[src/rtl/memory_pipe.sv]
// memory_pipe: single-port memory with byte enables, post-reset init sweep,
// configurable read latency and out-of-range error reporting.
module memory_pipe #(
  parameter int ADDR_WIDTH = 5,
  parameter int DATA_WIDTH = 32,
  parameter int DEPTH = 32,
  parameter int READ_LATENCY = 1,
  parameter logic [DATA_WIDTH-1:0] INIT_VALUE = '0
) (
  input  logic                    clk,
  input  logic                    rst,
  input  logic                    en,
  input  logic                    wr,
  input  logic [ADDR_WIDTH-1:0]   addr,
  input  logic [DATA_WIDTH-1:0]   data_in,
  input  logic [DATA_WIDTH/8-1:0] byte_en,
  output logic                    ready,
  output logic [DATA_WIDTH-1:0]   data_out,
  output logic                    valid_out,
  output logic                    err
);
  if (READ_LATENCY < 1 || READ_LATENCY > 4 || DATA_WIDTH % 8 != 0 || DEPTH < 1 || DEPTH > 2**ADDR_WIDTH) begin : g_bad_param
    $error("memory_pipe: illegal parameter combination");
  end
  typedef enum logic {INIT, RUN} state_t;
  localparam logic [ADDR_WIDTH:0] DEPTH_C = (ADDR_WIDTH+1)'(DEPTH);
  localparam logic [ADDR_WIDTH:0] LAST = (ADDR_WIDTH+1)'(DEPTH - 1);
  state_t state, state_nx;
  logic [ADDR_WIDTH:0] cnt;
  logic [DATA_WIDTH-1:0] mem [DEPTH];
  logic [READ_LATENCY-1:0] pv, pe;
  logic [DATA_WIDTH-1:0] pd [READ_LATENCY];
  logic werr, in_rng, rd_acc, wr_acc;
  assign ready = state == RUN;
  assign in_rng = {1'b0, addr} < DEPTH_C;
  assign rd_acc = en & ready & ~wr;
  assign wr_acc = en & ready & wr;
  assign valid_out = pv[READ_LATENCY-1];
  assign data_out = pd[READ_LATENCY-1];
  assign err = werr | pe[READ_LATENCY-1];
  always_comb state_nx = (state == INIT && cnt == LAST) ? RUN : state;
  // Stage data only advances with a valid read so the last stage holds the previous result.
  always_ff @(posedge clk or posedge rst)
    if (rst) begin
      state <= INIT;
      cnt <= '0;
      pv <= '0;
      pe <= '0;
      werr <= 1'b0;
      for (int i = 0; i < READ_LATENCY; i++) pd[i] <= '0;
    end else begin
      state <= state_nx;
      cnt <= state == INIT ? cnt + 1'b1 : '0;
      pv[0] <= rd_acc;
      pe[0] <= rd_acc & ~in_rng;
      if (rd_acc) pd[0] <= in_rng ? mem[addr] : '0;
      for (int i = 1; i < READ_LATENCY; i++) begin
        pv[i] <= pv[i-1];
        pe[i] <= pe[i-1];
        if (pv[i-1]) pd[i] <= pd[i-1];
      end
      werr <= wr_acc & ~in_rng;
    end
  always_ff @(posedge clk)
    if (state == INIT) mem[cnt[ADDR_WIDTH-1:0]] <= INIT_VALUE;
    else if (wr_acc && in_rng)
      for (int b = 0; b < DATA_WIDTH/8; b++)
        if (byte_en[b]) mem[addr][8*b +: 8] <= data_in[8*b +: 8];
endmodule

[config.mk]
export PLATFORM = sky130hd
export DESIGN_NAME = memory_pipe
export DESIGN_NICKNAME = d
export VERILOG_FILES = /design/src/rtl/memory_pipe.sv
export SDC_FILE = /design/constraint.sdc
export NUM_CORES = 1
export LEC_CHECK = 0
export CAP_MARGIN = 40
export CORE_ASPECT_RATIO = 0.6
export CORE_MARGIN = 4
export CORE_UTILIZATION = 35
export CTS_CLUSTER_DIAMETER = 60
export DETAILED_ROUTE_END_ITERATION = 10
export PLACE_DENSITY = 0.48
export REMOVE_ABC_BUFFERS = 1
export SYNTH_ARGS = -nofsm -noshare
export SYNTH_HDL_FRONTEND = slang
export SYNTH_SLANG_ARGS = --single-unit
[constraint.sdc]
create_clock -name clk -period 4.1 [get_ports clk]
set_input_delay 1.025 -clock clk [delete_from_list [all_inputs] [get_ports clk]]
set_output_delay 1.025 -clock clk [all_outputs]
set_load 0.1 [all_outputs]
==> qor.csv <==
stage,metric,value,unit
sta,whs,0.476,ns
global_routing,grt_max_degree,66,
floorplanning,die_area,0.127,mm^2
logic_synthesis,synth_edf_count,1024,
global_routing,grt_pass1_wl,161000,um
hold_path,hp-class,flop to flop,
flow_run,maxCapViolCount,0,
sta,finalCritPeriodShare,0.819,
logic_synthesis,synth-seq-area-share,0.749,
power,p_leak,19.1,nW
power,share_seq_of_total_power,0.506,
cells_and_area,drive_gt1_frac,0.155,
logic_synthesis,async_flop_share,0.0376,
clock_tree,ctsRootBufferMaster,clkbuf_16,
floorplanning,core,0.120,mm^2
sta,final_max_slew_viol_count,0,
sta,setup_viol,0,
power,power.share.switching,0.227,
power,total_power,23.7,mW
logic_synthesis,ys_ff_latch,1064,
logic_synthesis,syn_avg_cell_area,17.7,um^2
global_routing,antenna_found_initial,2,
route,routed_wl,111000,um
cells_and_area,final_common_cell,edfxtp_1,
place,post-dp-hpwl,71500,um
logic_synthesis,syn_inst,2398,
route,wl_per_cell,25.9,um
power,power.share.clock,0.409,
logic_synthesis,synth.distinct_cells,38,
logic_synthesis,synth_warnings,0,
logic_synthesis,synth_flop_cell,edfxtp_1,
critical_path,worst-path-max-fanout,32,
power,vdd_ir_drop_max,0.350,mV
sta,slew_headroom,0.370,
floorplanning,die_y,278,um
cells_and_area,final_nets,2656,
global_routing,grt_overflow_total,0,
floorplanning,ios,80,
critical_path,endpoint_kind,flop,
clock_tree,cts_hold_buf,0,
place,gp_congestion,0.793,
critical_path,critPathArrivalTime,3.68,ns
global_routing,grt_usage,0.172,
floorplanning,die_w,457,um
clock_tree,clock_latency,0.70,ns
route,drtIter0Drc,1657,
sta,hold_viol,0,
cells_and_area,area_delta_synth_final,17.6,%
clock_tree,cts.sinks,1064,
critical_path,cp.required,4.42,ns
clock_tree,post_cts_buffers,0,
sta,rsz0062_at_grt,no,
power,p_per_area,475,mW/mm^2
cells_and_area,utilization,0.417,
sta,min_period,3.36,ns
place,portBuffers,78,
cells_and_area,num_antenna_cells,0,
floorplanning,initial_core_util,0.354,
clock_tree,clockBufferDepth,3,
clock_tree,cts-htree-levels,3,
outcome,status,"complete, no violations",
cells_and_area,layout_common_cells,"edfxtp_1 (1024), mux2i_1 (512), nor2_1 (140)",
power,p_int,18.3,mW
logic_synthesis,synth_area,0.0424,mm^2
route,routed_via_density,5.21,
clock_tree,cts_tree,yes,
power,power_switching,5.37,mW
sta,maxClockFrequency,298,MHz
cells_and_area,fin_area,0.0499,mm^2
clock_tree,cts-resized-gates,0,
sta,finClkSkew,0.0255,ns
global_routing,grt_pass1_vias,22531,
sta,tightest_slew,0.942,ns
clock_tree,clk_pin_slew,0.06,ns
place,place_inst,4106,
critical_path,critPathLaunchType,input pin,
route,antenna_left,0,
floorplanning,rows,98,
route,num_vias,22390,
route,drc,0,
clock_tree,numCtsBuffers,98,
cells_and_area,final_cells,4295,
power,comb_power_share,0.085,
critical_path,path_class,input pin to flop,
place,placed_area,0.0465,mm^2
route,drtPass1Iterations,5,
## metal layers
metal	up-vias	part of all wire	track usage
met5	-	0	0
met4	0	0.021	0.0410
met3	148	0.045	0.0264
met2	538	0.44	0.259
met1	11631	0.50	0.262
li1	10073	-	-
## stage by stage
step,worst slack [ns],TNS [ns]
after global routing,0.609,0
after global placement,0.119,0
after detailed placement,0.0466,0
after floorplan,-3.29,-104.30
after CTS,0.791,0
final,0.740,0
## worst paths after layout
kind | startpoint | end | slack (ns) | cells past startpoint
worst max-delay path | byte_en[2] | mem[16][1] | 0.74 | 8
worst min-delay path | cnt[5] | ready | 0.48 | 1
worst max register to register | ready | mem[16][1] | 1.20 | 6
worst min register to register | cnt[5] | ready | 0.48 | 1
max in group asynchronous | rst | data_out[10] | 2.43 | 3
min in group asynchronous | rst | data_out[0] | 0.91 | 2
## cells in the mapped netlist (2+ instances only)
cell      count  share of area
mux2i_1     512           0.12
nand2b_1      6        0.00088
a22o_1       64          0.013
nor4_1        7         0.0010
a31oi_1      12         0.0018
and2_1       34         0.0050
buf_6        16         0.0042
clkbuf_1     68         0.0060
buf_8         2        0.00071
nor3_1        9         0.0011
a41oi_1       4        0.00083
a22oi_1     128          0.023
clkbuf_4      7         0.0012
dfrtp_1      40          0.024
a221oi_1     32         0.0066
nor2_1      141          0.012
buf_1        11        0.00097
o22ai_1      32         0.0047
a221oi_2     32          0.011
inv_1         3        0.00027
buf_2        18         0.0021
a21oi_1      72         0.0085
nand2_1      36         0.0032
o41ai_2      32          0.012
nand3_1       3        0.00035
buf_4        33         0.0058
edfxtp_1   1024           0.72
xor2_1        3        0.00062
nor2b_1       8         0.0012
## power by group through the flow
stage	combinational, mW	clock, mW	sequential (mW)
5_1_grt	2.10	10.4	12.0
2_1_floorplan	0.636	0	12.6
3_3_place_gp	1.77	0	12.2
3_5_place_dp	2.03	0	12.2
6_report	2.00	9.69	12.0
4_1_cts	2.03	9.91	12.0
## registers in the layout, summed over array words and instances (netlist names)
register   cells
valid_out      1
mem         1024
data_out      32
ready          1
cnt            6
## cell type report
class                      instances  area (um^2)
clock buffer                     121         2630
timing repair buffer             267         2920
multi-input combinational       1176         9800
sequential                      1064        31800
fill                           10709        69800
clock inverter                    64          777
tap                             1600         2000
inverter                           3         11.3
## worst max-delay path, stage by stage
cell,delay [ns]
clkdlybuf4s50_1,0.53
nor4_1,0.07
buf_4,0.14
nor2_4,0.51
buf_4,0.41
a31oi_1,0.21
buf_12,0.22
nor2_1,0.53
## kinds of logic (layout without fill, tap and decap cells)
kind of cell,after synthesis,after routing,synth area share
compound gates,409,409,0.0821
xor+xnor,4,4,0.000826
fa+ha+maj,1,1,0.000295
buf+inv,158,455,0.0214
flops,1064,1064,0.749
mux,512,512,0.121
other cells,1,1,0.0000884
simple gates,249,249,0.0260
Power figures use the tool's default switching activity.
